File: src/rtl/fir_cfg_sequencer_if.sv
// ---------------------------------------------------------------------------
// fir_cfg_sequencer_if
//   Bundles the config-FIFO read port, the filter handshake and the FIR
//   register-bank write port used by fir_cfg_sequencer.
//
//   FIFO side     : Empty, Data (show-ahead), RINC (pop strobe)
//   Filter side   : iHold (filter busy), iErrClr (clear sticky error)
//   Register bank : WrEn, RegAddr, D7_D0
//   Status        : oCommit, oBusy, oErr
//
//   modport master : the sequencer (drives RINC, the register port, status)
//   modport slave  : the environment (FIFO + filter)
// ---------------------------------------------------------------------------
interface fir_cfg_sequencer_if #(
  parameter int ADDR_W = 3,
  parameter int DATA_W = 8
);
  logic              Empty;
  logic [DATA_W-1:0] Data;
  logic              RINC;
  logic              iHold;
  logic              iErrClr;
  logic              WrEn;
  logic [ADDR_W-1:0] RegAddr;
  logic [DATA_W-1:0] D7_D0;
  logic              oCommit;
  logic              oBusy;
  logic              oErr;

  modport master (
    input  Empty, Data, iHold, iErrClr,
    output RINC, WrEn, RegAddr, D7_D0, oCommit, oBusy, oErr
  );

  modport slave (
    output Empty, Data, iHold, iErrClr,
    input  RINC, WrEn, RegAddr, D7_D0, oCommit, oBusy, oErr
  );
endinterface : fir_cfg_sequencer_if

File: src/rtl/fir_cfg_sequencer.sv
// ---------------------------------------------------------------------------
// fir_cfg_sequencer
//   Parses byte packets from a show-ahead config FIFO and writes them into
//   the FIR filter's register bank.
//
//   Packet : header byte, then N data bytes.
//     header[7]   marker, must be 1 (otherwise the byte is dropped, oErr set)
//     header[6:4] start register address
//     header[3]   commit flag (oCommit pulses after the last write)
//     header[2:0] N-1
//   Data bytes go to consecutive addresses (wrapping), one WrEn each.
//
//   Ports:
//     CLK   clock (same as the FIFO read clock)
//     RSTn  asynchronous active-low reset
//     bus   fir_cfg_sequencer_if.master: FIFO read port, iHold/iErrClr,
//           register write port and status flags
//
//   RINC is combinational (state, Empty, iHold); every other output is a
//   flop.
//
//   Optional build macro CFG_TIMEOUT_EN: adds a starvation counter in LOAD.
//   After TIMEOUT_CYC consecutive cycles with Empty=1 and iHold=0 the packet
//   is abandoned (oErr set, no commit). Without the macro LOAD waits
//   forever and TIMEOUT_CYC does not exist.
// ---------------------------------------------------------------------------
module fir_cfg_sequencer #(
  parameter int ADDR_W = 3,
  parameter int DATA_W = 8
`ifdef CFG_TIMEOUT_EN
  ,
  parameter int TIMEOUT_CYC = 255
`endif
) (
  input logic                 CLK,
  input logic                 RSTn,
  fir_cfg_sequencer_if.master bus
);

  typedef enum logic [1:0] {
    S_IDLE,
    S_LOAD,
    S_WR,
    S_COMMIT
  } state_t;

  state_t            state;
  logic [ADDR_W-1:0] addr;         // address of the next data byte
  logic [2:0]        cnt;          // data bytes still to write, minus one
  logic              commit_flag;
  logic              wr_en;
  logic              commit;
  logic              busy;
  logic              err;
  logic [ADDR_W-1:0] reg_addr;
  logic [DATA_W-1:0] reg_data;

  logic              pop;
  logic              hdr_bad;
  logic              tmo_hit;
  logic              err_set;

  // A byte is consumed only in the two states that read the FIFO, never
  // while the filter holds us off, and never while reset is asserted (the
  // FIFO may still show data during our reset).
  assign pop = RSTn && !bus.Empty && !bus.iHold &&
               ((state == S_IDLE) || (state == S_LOAD));

  assign hdr_bad = pop && (state == S_IDLE) && !bus.Data[7];

`ifdef CFG_TIMEOUT_EN
  localparam int TMO_W = $clog2(TIMEOUT_CYC + 1);

  logic [TMO_W-1:0] tmo;
  logic             starve;

  assign starve  = (state == S_LOAD) && bus.Empty && !bus.iHold;
  // Fires on the TIMEOUT_CYC-th starved cycle; the transition happens on
  // the following edge.
  assign tmo_hit = starve && (tmo == TMO_W'(TIMEOUT_CYC - 1));

  // Counts only while starved; frozen while iHold keeps us waiting, cleared
  // by any pop or by being outside LOAD.
  always_ff @(posedge CLK or negedge RSTn) begin
    if (!RSTn) begin
      tmo <= '0;
    end else if ((state != S_LOAD) || pop || tmo_hit) begin
      tmo <= '0;
    end else if (starve) begin
      tmo <= tmo + TMO_W'(1);
    end
  end
`else
  assign tmo_hit = 1'b0;
`endif

  assign err_set = hdr_bad || tmo_hit;

  // NOTE: every flop here uses non-blocking assignment so all of them sample
  // the pre-edge values; a blocking '=' would let later statements see
  // already-updated state and change behaviour with statement order.
  always_ff @(posedge CLK or negedge RSTn) begin
    if (!RSTn) begin
      state       <= S_IDLE;
      addr        <= '0;
      cnt         <= '0;
      commit_flag <= 1'b0;
      wr_en       <= 1'b0;
      commit      <= 1'b0;
      busy        <= 1'b0;
      err         <= 1'b0;
      reg_addr    <= '0;
      reg_data    <= '0;
    end else begin
      // Strobes default low so each is high for exactly one cycle.
      wr_en  <= 1'b0;
      commit <= 1'b0;

      // A new error outranks a simultaneous clear request.
      if (err_set) begin
        err <= 1'b1;
      end else if (bus.iErrClr) begin
        err <= 1'b0;
      end

      unique case (state)
        S_IDLE: begin
          if (pop && bus.Data[7]) begin
            addr        <= bus.Data[4 +: ADDR_W];
            cnt         <= bus.Data[2:0];
            commit_flag <= bus.Data[3];
            state       <= S_LOAD;
            busy        <= 1'b1;
          end
        end

        S_LOAD: begin
          if (pop) begin
            reg_data <= bus.Data;
            reg_addr <= addr;
            wr_en    <= 1'b1;
            state    <= S_WR;
          end else if (tmo_hit) begin
            cnt   <= '0;
            state <= S_IDLE;
            busy  <= 1'b0;
          end
        end

        S_WR: begin
          if (cnt == 3'd0) begin
            if (commit_flag) begin
              commit <= 1'b1;
              state  <= S_COMMIT;
            end else begin
              state <= S_IDLE;
              busy  <= 1'b0;
            end
          end else begin
            cnt   <= cnt - 3'd1;
            addr  <= addr + ADDR_W'(1);   // wraps modulo the bank size
            state <= S_LOAD;
          end
        end

        S_COMMIT: begin
          state <= S_IDLE;
          busy  <= 1'b0;
        end
      endcase
    end
  end

  assign bus.RINC    = pop;
  assign bus.WrEn    = wr_en;
  assign bus.RegAddr = reg_addr;
  assign bus.D7_D0   = reg_data;
  assign bus.oCommit = commit;
  assign bus.oBusy   = busy;
  assign bus.oErr    = err;

endmodule : fir_cfg_sequencer

File: src/flat_wrapper.sv
// flat-port wrapper written by rule: the top's interface ports become plain ports
module fir_cfg_sequencer_flat 
#(
  parameter int ADDR_W = 3,
  parameter int DATA_W = 8

)
  (CLK, RSTn, bus_Empty, bus_Data, bus_iHold, bus_iErrClr, bus_RINC, bus_WrEn, bus_RegAddr, bus_D7_D0, bus_oCommit, bus_oBusy, bus_oErr);
  fir_cfg_sequencer_if #(.ADDR_W(ADDR_W), .DATA_W(DATA_W)) bus_i ();
  input logic CLK;
  input logic RSTn;
  input wire logic [$bits(bus_i.Empty)-1:0] bus_Empty;
  input wire logic [$bits(bus_i.Data)-1:0] bus_Data;
  input wire logic [$bits(bus_i.iHold)-1:0] bus_iHold;
  input wire logic [$bits(bus_i.iErrClr)-1:0] bus_iErrClr;
  output wire logic [$bits(bus_i.RINC)-1:0] bus_RINC;
  output wire logic [$bits(bus_i.WrEn)-1:0] bus_WrEn;
  output wire logic [$bits(bus_i.RegAddr)-1:0] bus_RegAddr;
  output wire logic [$bits(bus_i.D7_D0)-1:0] bus_D7_D0;
  output wire logic [$bits(bus_i.oCommit)-1:0] bus_oCommit;
  output wire logic [$bits(bus_i.oBusy)-1:0] bus_oBusy;
  output wire logic [$bits(bus_i.oErr)-1:0] bus_oErr;
  assign bus_i.Empty = bus_Empty;
  assign bus_i.Data = bus_Data;
  assign bus_i.iHold = bus_iHold;
  assign bus_i.iErrClr = bus_iErrClr;
  assign bus_RINC = bus_i.RINC;
  assign bus_WrEn = bus_i.WrEn;
  assign bus_RegAddr = bus_i.RegAddr;
  assign bus_D7_D0 = bus_i.D7_D0;
  assign bus_oCommit = bus_i.oCommit;
  assign bus_oBusy = bus_i.oBusy;
  assign bus_oErr = bus_i.oErr;
  fir_cfg_sequencer #(.ADDR_W(ADDR_W), .DATA_W(DATA_W)) u_core (.CLK(CLK), .RSTn(RSTn), .bus(bus_i));
endmodule
File: config.mk
export PLATFORM = sky130hd
export DESIGN_NAME = fir_cfg_sequencer_flat
export DESIGN_NICKNAME = d
export VERILOG_FILES = /design/src/rtl/fir_cfg_sequencer_if.sv /design/src/rtl/fir_cfg_sequencer.sv /design/src/flat_wrapper.sv
export SDC_FILE = /design/constraint.sdc
export NUM_CORES = 1
export LEC_CHECK = 0
export CAP_MARGIN = 20
export CORE_UTILIZATION = 50
export DETAILED_ROUTE_END_ITERATION = 8
export PLACE_DENSITY = 0.89
export SETUP_SLACK_MARGIN = 0.1
export SYNTH_ARGS = -nofsm -noshare
export SYNTH_HDL_FRONTEND = slang
export SYNTH_SLANG_ARGS = --single-unit
File: constraint.sdc
create_clock -name CLK -period 2.5 [get_ports CLK]
set_input_delay 0.5 -clock CLK [delete_from_list [all_inputs] [get_ports CLK]]
set_output_delay 0.5 -clock CLK [all_outputs]
set_load 0.01 [all_outputs]
==> qor.yml <==
status: "completed"
fin_crit_sh_pct: 92.45
cap_violations: 0
nNetsFinal: 141
row_count: 16
grt_pass1_wl_mm: 3.829
drt_pre_antenna_iters: 4
gp_congestion: 0.7447
postRouteWirelength_mm: 2.224
combPwrFrac_pct: 39.5
seq_power_share_pct: 42.8
final_util_pct: 74.32
setup_viol: 0
synth_cell_types: 29
postCtsHoldBufs: 0
tritoncts: "done"
hold_violations: 0
worstReg2RegEnd: "u_core.addr[0]"
instances_no_fill: 151
drt_iter0_drc: 18
slowest_stage: "clkdlybuf4s50_1"
grtUsageTotal_pct: 20.70
antenna-diode-count: 0
cts-buffers-inserted: 3
die_h_um: 49.04
netlist.area_leader.share_pct: 54.30
timing.final.crit_period_ns: 2.311
worst_pin_slew_ns: 0.3487
ioPinCount: 29
powerDensity_mw_per_mm2: 1048
clock-sinks: 24
synth_seq_cells: 24
rrSetupSlack_ns: 0.74
hpwl_mm: 1.704
rsz0062_at_grt: "false"
h-tree-depth: 1
ctsResizeCount: 2
worstRegToRegCells: 4
antenna_found_initial: 0
stdcell_area_mm2: 0.001503
slew_headroom_pct: 76.71
grt_pass1_vias: 891
final.fill_count: 136
clockBufferDepth: 2
crit_path_max_incr_delay_ns: 0.51
layout_commonest_cell: "clkdlybuf4s50_1"
holdCritPathClass: "register to register"
syn_nets: 105
dieArea_mm2: 0.002404
post_cts_buffers: 0
vdd_drop_max_mv: 0.7745
cts.clk_slew.worst_paths_ns: 0.14
ys_top_cells_by_area: "dfrtp_1, mux2_1, ha_1"
wire_per_inst_um: 14.73
avgViaCountPerCell: 5.550
timing.rr.start: "u_core.state[1]"
synth_top_cell_by_area: "dfrtp_1"
numPlacedInstances: 147
insertion_delay_ns: 0.32
cp_cell_sequence: "clkdlybuf4s50_1 -> or4b_4 -> clkinv_2 -> dlygate4sd2_1"
grt_max_degree: 26
cts_root_buf: "clkbuf_4"
drc: 0
cp_max_fo: 2
fin_skew_ns: 0.01337
final_cell_mix: "clkdlybuf4s50_1, dfrtp_1, mux2_1"
p_leak_nw: 0.6493
p_clk_share_pct: 17.7
seq_area_frac_synth_pct: 54.30
portBuffers: 28
drv_slew: 0
avgSynthCellArea_um2: 12.43
fmax_mhz: 432.7
worstPathArrival_ns: 1.81
worstPathRequired_ns: 2.00
vias: 838
startpoint: "RSTn"
end_kind: "primary output"
ys_warn_count: 0
intPower_mw: 1.074
critPathKind: "input pin to primary output"
placed_cell_area_mm2: 0.001448
die_x_um: 49.04
syn_inst: 89
syn-cell-area_mm2: 0.001106
ant_nets: 0
worst_setup_path_start_kind: "input pin"
p_sw_share_pct: 31.84
endpoint: "bus_RINC"
start_util_pct: 54.70
p_switching_mw: 0.5014
overflow: 0
syn_to_final_growth_pct: 35.86
core_area_mm2: 0.002022
drive_gt1_share_pct: 12.10
-- flip-flops by register name, summed over array words and instances, names as in the netlist --
name	flops
u_core.bus.oBusy	1
u_core.bus.RegAddr	3
u_core.bus.D7_D0	8
u_core.commit_flag	1
u_core.bus.oErr	1
u_core.addr	3
u_core.bus.oCommit	1
u_core.state	2
u_core.cnt	3
u_core.bus.WrEn	1
-- power by group through the flow --
stage / logic [mW] / registers, mW / clock network, mW
after floorplan: 0.276 / 0.705 / 0
after global placement: 0.591 / 0.664 / 0
after detailed placement: 0.625 / 0.680 / 0
after CTS: 0.630 / 0.672 / 0.283
after global routing: 0.678 / 0.698 / 0.296
final: 0.623 / 0.674 / 0.279
-- cell type report --
type / instances / area [µm²] / area share [%]
Sequential cell: 24 / 600.6 / 39.97
Multi-Input combinational cell: 56 / 471.7 / 31.39
Timing Repair Buffer: 33 / 316.6 / 21.07
Tap cell: 27 / 33.78 / 2.248
Clock inverter: 1 / 30.03 / 1.998
Inverter: 7 / 27.53 / 1.832
Clock buffer: 3 / 22.52 / 1.499
-- synth_stat cells --
cell and number:
a21oi_1 6, a22oi_1 1, and2_1 1, and3_1 1, buf_2 2, clkinv_2 1
dfrtp_1 24, ha_1 3, inv_1 6, mux2_1 12, mux2i_1 1, nand2_2 1
nand2b_1 4, nand3_1 4, nand3b_1 1, nand4b_1 1, nor2_1 1, nor2b_1 3
nor3b_2 1, o211ai_1 2, o21ai_0 1, o221a_1 2, o221a_2 1, o221ai_1 1
o22ai_2 1, o32ai_1 3, or3_1 2, or4b_1 1, xor2_1 1
-- worst min-delay path by stage --
stage | startpoint | endpoint | slack [ns] | cells after the start
6_report | u_core.bus.D7_D0[5] | u_core.bus.D7_D0[5] | 0.51 | 1
5_1_grt | u_core.bus.D7_D0[6] | u_core.bus.D7_D0[6] | 0.54 | 1
4_1_cts | u_core.bus.D7_D0[5] | u_core.bus.D7_D0[5] | 0.51 | 1
3_3_place_gp | u_core.bus.RegAddr[0] | u_core.bus.RegAddr[0] | 0.47 | 1
3_5_place_dp | u_core.bus.D7_D0[5] | u_core.bus.D7_D0[5] | 0.48 | 1
2_1_floorplan | RSTn | u_core.addr[0] | 0.20 | 0
-- critical path, delay by kind of cell --
family	cells	cell delay, ns
buffers and inverters	3	0.82
and+or+nand+nor	1	0.49
-- kinds of logic after synthesis --
logic type	after synthesis	synth area share, %
compound gates	18	12.56
xor+xnor	1	0.7920
fa+ha+maj	3	3.394
buf+inv	9	3.393
flops	24	54.30
mux	13	13.12
simple gates	21	12.44
-- per-stage QoR --
step | power (mW) | setup slack, ns | hold slack [ns] | TNS [ns]
after floorplan | 0.9807 | 0.7788 | 0.2044 | 0
after global placement | 1.256 | -0.09380 | 0.4731 | -0.09380
after detailed placement | 1.305 | -0.1001 | 0.4806 | -0.1001
after CTS | 1.584 | 0.1760 | 0.5118 | 0
after global routing | 1.672 | 0.1535 | 0.5409 | 0
final | 1.575 | 0.1889 | 0.5092 | 0
-- metal layers --
layer	part of all wire [%]	GRT usage (%)	up-vias
met5	0	0	-
met4	0	4.902	0
met3	4.4	2.804	0
met2	52	37.27	25
met1	43	26.24	418
li1	-	-	395
No activity file was read; power rests on OpenSTA's default activity.
==> variant 1: new RTL, config.mk and constraints unchanged <==
`DATA_W` is set to 8 in 3 places; all go to 12.
--- a/src/rtl/fir_cfg_sequencer_if.sv
+++ b/src/rtl/fir_cfg_sequencer_if.sv
@@ -14,5 +14,5 @@
 interface fir_cfg_sequencer_if #(
   parameter int ADDR_W = 3,
-  parameter int DATA_W = 8
+  parameter int DATA_W = 12
 );
   logic              Empty;
--- a/src/rtl/fir_cfg_sequencer.sv
+++ b/src/rtl/fir_cfg_sequencer.sv
@@ -27,5 +27,5 @@
 module fir_cfg_sequencer #(
   parameter int ADDR_W = 3,
-  parameter int DATA_W = 8
+  parameter int DATA_W = 12
 `ifdef CFG_TIMEOUT_EN
   ,
--- a/src/flat_wrapper.sv
+++ b/src/flat_wrapper.sv
@@ -3,5 +3,5 @@
 #(
   parameter int ADDR_W = 3,
-  parameter int DATA_W = 8
+  parameter int DATA_W = 12
 
 )
Ports: changed (resized bus_D7_D0 and bus_Data); port bits go from 29 to 37. No check against the original RTL was run, so the function may have changed too.
==> variant 1 against the original RTL <==
Clock power down 36%; combinational power increased by 27%; register-to-register slack got worse by 30 ps; die area increased by 16%; synthesized cell count is 10% higher; total power grew 12%; design area rose by 15%; worst setup slack got worse by 26 ps; synthesized area increased by 17%; worst hold slack improved by 18 ps; routed wire length is 18% higher; critical endpoint unchanged; global-route usage rose by 0.78 points; sequential cell count up 4.
==> variant 1: results (changes against the original RTL) <==
- Status: complete, no violations (unchanged)
- Final Hold Slack: 527 ps (was 509 ps)
- Detailed Routing Iterations Pass 1: 4 (unchanged)
- Number of flip-flops in the largest register: 12 (was 8)
- Post-synthesis compound-gate area fraction: 9.47% (was 12.6%)
- Buffers on Ports: 36 (was 28)
- CTS Buf Count: 3 (unchanged)
- Worst Path Max Fanout: 3 (was 2)
- Post-CTS setup buffers: 0 (unchanged)
- Distinct cells, synth: 31 (was 29)
- Hold Crit Depth: 1 (unchanged)
- GRT Total Usage: 21.5% (was 20.7%)
- Antenna violations before repair: 0 (unchanged)
- Delay-heaviest family, CP: buffers and inverters (unchanged)
- Largest cells by area after synthesis: dfrtp_1 (54%), mux2_4 (9.3%), mux2_2 (7.0%) (was dfrtp_1 (54%), mux2_1 (12%), ha_1 (3.4%))
- VDD IR max: 673 µV (was 775 µV)
- H-tree lvl count: 1 (unchanged)
- Routed len/inst: 15.3 µm (was 14.7 µm)
- RePlAce Congestion: 0.762 (was 0.745)
- Synth Area in XOR/XNOR: 0.676% (was 0.792%)
- Max clock buf depth: 2 (unchanged)
- DR iter-0 viols: 10 (was 18)
- Total gr overflow: 0 (unchanged)
- Clk slew on worst S/H paths: 130 ps
- Ys async rst share: 100% (unchanged)
- Vias in the first global route: 964 (was 891)
- Dpl hpwl: 2050 µm (was 1700 µm)
- Synth top cells by count: dfrtp_1 (28), inv_1 (8), mux2_2 (8), mux2_4 (8), a21oi_1 (5) (was dfrtp_1 (24), mux2_1 (12), a21oi_1 (6), inv_1 (6))
- Slowest stage cell on the critical path: clkdlybuf4s50_1 (unchanged)
- Worst r2r path cells: 4 (unchanged)
- Final nets: 163 (was 141)
- Reg2reg setup slack: 710 ps (was 740 ps)
- Reg-to-Reg End: u_core.addr[2]$_DFFE_PN0P_ (was u_core.addr[0]$_DFFE_PN0P_)
- Post-Synth Adder-Cell Area: 2.90% (was 3.39%)
- Static Leakage: 0.784 nW (was 0.649 nW)
- First-pass GRT wire length: 4260 µm (was 3830 µm)
- Largest net degree at the start of global routing: 18 (was 26)
- Layout Skew: 5.88 ps (was 13.4 ps)
- Hold path endpoint: u_core.bus.D7_D0[7]$_DFFE_PN0P_ (was u_core.bus.D7_D0[5]$_DFFE_PN0P_)
- CTS root buf: clkbuf_4 (unchanged)
- Vias after detailed routing: 937 (was 838)
- Slew HR: 78.0% (was 76.7%)
- Slowest stage delay, CP: 510 ps (about the same)
- Mux contribution to synthesized area: 17.0% (was 13.1%)
- Synth warn: 0 (unchanged)
- Clk_lat worst skew: 330 ps
- Share of cells above drive strength 1: 19.9% (was 12.1%)
- Hold_sp: u_core.bus.D7_D0[7]$_DFFE_PN0P_ (was u_core.bus.D7_D0[5]$_DFFE_PN0P_)
- Sequential element share of the synthesized area: 54.1% (was 54.3%)
- R2R Path Start: u_core.state[1]$_DFFE_PN0P_ (unchanged)
- Hold Path Class: register to register (unchanged)
- Post-cts sizing count: 1 (was 2)
- Data arrival, critical path: 1840 ps (was 1810 ps)
- Mapped Nets: 118 (was 105)
-- variant 1: where the power goes --
group | switching (mW) | leakage, nW | total, mW | internal (mW)
registers | 0.148 | 0.342 | 0.796 | 0.649
logic | 0.290 | 0.427 | 0.789 | 0.500
clock network | 0.122 | 0.0138 | 0.179 | 0.0567
-- variant 1: logic make-up (layout without fill, tap and decap cells) --
kind of cell | Yosys count | count (layout)
DFF | 28 | 28
and+or+nand+nor | 23 | 23
muxes | 17 | 17
AOI/OAI and AO/OA | 16 | 16
buffers and inverters | 10 | 53
adders and majority gates | 3 | 3
xor gates and xnor gates | 1 | 1
-- variant 1: worst reg2reg max path, cell delays in order, from the launching register on --
cell and delay, ps:
dfrtp_1 490, or4b_1 570, buf_4 170, or3_1 340, o221a_2 130
-- variant 1: area by class of cell --
type	instances	area, µm²
multi-input cells	60	533
well taps	30	37.5
fillers	186	727
repair buffers	42	404
inverters	8	30.0
flip-flops and latches	28	701
clock buffers	3	22.5
-- variant 1: worst max-delay path by stage --
stage,startpoint,end,cells after the start
floorplan,bus_Empty,u_core.bus.D7_D0[10]$_DFFE_PN0P_,5
global placement,RSTn,bus_RINC,4
detailed placement,RSTn,u_core.bus.D7_D0[10]$_DFFE_PN0P_,6
CTS,RSTn,bus_RINC,4
global route,RSTn,bus_RINC,4
finish,RSTn,bus_RINC,4
-- variant 1: through the flow --
stage                     setup WS (ps)  power (mW)  instance area [µm²]  setup TNS, ps  std cells
after floorplan                     597        1.20                 1290              0         98
after global placement             -112        1.55                 1710          -1080        168
after detailed placement          -99.6        1.60                 1710          -1070        168
after CTS                           161        1.78                 1730              0        171
after global routing                137        1.88                 1730              0        171
final                               163        1.76                 1730              0        171
-- variant 1: metal layers --
metal	vias to the layer above	part of all wire [%]	wire (µm)	global-route usage, %
met4	0	1.8	48	5.26
met5	-	0	0	0
li1	446	-	-	-
met3	10	5.9	156	2.87
met2	45	49	1300	39.5
met1	436	43	1120	26.3
==> variant 2: new RTL, same settings <==
Without the edit above. The 4 states of `state_t` get a one-hot encoding in 4 bits.
--- a/src/rtl/fir_cfg_sequencer.sv
+++ b/src/rtl/fir_cfg_sequencer.sv
@@ -38,9 +38,9 @@
 );
 
-  typedef enum logic [1:0] {
-    S_IDLE,
-    S_LOAD,
-    S_WR,
-    S_COMMIT
+  typedef enum logic [3:0] {
+    S_IDLE   = 4'b0001,
+    S_LOAD   = 4'b0010,
+    S_WR     = 4'b0100,
+    S_COMMIT = 4'b1000
   } state_t;
 
Check against the original RTL: same outputs for any inputs over 10 cycles, from zero or initial values and one cycle with RSTn low; not proved beyond that.
==> variant 2 against the original RTL <==
Design area increased by 8.5%; routed wire length up 6.7%; critical endpoint unchanged; cell count rose by 9.3%; total power is 31% lower; synthesized area rose by 11%; sequential power fell by 18%; worst setup slack better by 160 ps; count of clock-buffer cells in the layout rose by 1; sequential cell count up 2; highest routed layer is now met4; non-clock buffer count is 3 higher.
==> variant 2: results (changes against the original RTL) <==
- Status: complete, no violations (unchanged)
- ClkCell Share: 2.23% (was 3.50%)
- Top Layer Used: met4 (was met3)
- Post-Place Worst Slack: 73.7 ps (was -100 ps)
- Met1 GRT Util: 25.1% (was 26.2%)
- Slowest stage delay, CP: 480 ps (was 510 ps)
- Synth Area in XOR/XNOR: 0% (was 0.792%)
- Non-Clock Buffer Count: 36 (was 33)
- Hold path endpoint: u_core.cnt[0]$_DFFE_PN0P_ (was u_core.bus.D7_D0[5]$_DFFE_PN0P_)
- Sequential element share of the synthesized area: 52.9% (was 54.3%)
- DIE AREA: 2660 µm² (was 2400 µm²)
- Worst-margin pin slew: 329 ps (was 349 ps)
- M1 WL: 1050 µm (was 962 µm)
- Vias after detailed routing: 920 (was 838)
- Mux contribution to synthesized area: 13.6% (was 13.1%)
- Clock buf count: 4 (was 3)
- Worst r2r path cells: 7 (was 4)
- Data arrival, critical path: 1650 ps (was 1810 ps)
- Filler cells: 183 (was 136)
- Largest net degree at the start of global routing: 27 (was 26)
- Multi-input logic area: 542 µm² (was 472 µm²)
- Hold_sp: u_core.cnt[0]$_DFFE_PN0P_ (was u_core.bus.D7_D0[5]$_DFFE_PN0P_)
- Post-DP Area: 1570 µm² (was 1450 µm²)
- Syn avg cell area: 12.3 µm² (was 12.4 µm²)
- Layout Skew: 4.33 ps (was 13.4 ps)
- Multi-input gates: 64 (was 56)
- Post-Synth Adder-Cell Area: 3.05% (was 3.39%)
- Routed wl met2: 1220 µm (was 1160 µm)
- Routed WL: 2370 µm (was 2220 µm)
- Worst Path Max Fanout: 3 (was 2)
- GRT Total Usage: 21.1% (was 20.7%)
- Reg2reg setup slack: 720 ps (was 740 ps)
- VDD IR max: 528 µV (was 775 µV)
- Final nets: 154 (was 141)
- Signal buffers share of area: 20.8% (was 21.1%)
- Synth top cells by count: dfrtp_1 (25), mux2_1 (9), inv_1 (7), nor2_1 (6) (was dfrtp_1 (24), mux2_1 (12), a21oi_1 (6), inv_1 (6))
- Post-synthesis compound-gate area fraction: 12.2% (was 12.6%)
- Share of cells above drive strength 1: 16.8% (was 12.1%)
- Sequential cell area share: 40.0% (about the same)
- Clk_lat worst skew: 310 ps
- First-pass GRT wire length: 4000 µm (was 3830 µm)
- Dpl hpwl: 1670 µm (was 1700 µm)
- Internal: 779 µW (was 1.07 mW)
- Met3 wire length: 79 µm (was 97 µm)
- RePlAce Congestion: 0.741 (was 0.745)
- Static Leakage: 0.726 nW (was 0.649 nW)
- GR Util met3: 4.68% (was 2.80%)
- Sequential Area: 652 µm² (was 601 µm²)
- Post-CTS setup buffers: 3 (was 0)
- DP Cell Count: 158 (was 147)
- Vias in the first global route: 909 (was 891)
[variant 2: cell count changes after synthesis, sizes merged, moves of 3 or more]
cell    unedited run  this run
o32ai              3         0
o221a              3         0
nand2              1         5
nor4b              0         3
nor2               1         6
nand2b             4         1
a31oi              0         3
[variant 2: power groups by stage]
stage          Combinational [mW]  Clock (mW)  Sequential, mW
2_1_floorplan               0.134           0           0.581
3_3_place_gp                0.309           0           0.560
3_5_place_dp                0.319           0           0.565
4_1_cts                     0.323       0.213           0.556
5_1_grt                     0.354       0.235           0.566
6_report                    0.318       0.206           0.555
[variant 2: worst max-delay path by stage]
| stage | end | slack, ps | depth (start not counted) |
|---|---|---|---|
| 6_report | bus_RINC | 350 | 5 |
| 5_1_grt | bus_RINC | 270 | 4 |
| 4_1_cts | bus_RINC | 350 | 5 |
| 3_5_place_dp | bus_RINC | 70 | 5 |
| 3_3_place_gp | bus_RINC | 140 | 5 |
| 2_1_floorplan | bus_RINC | 750 | 4 |
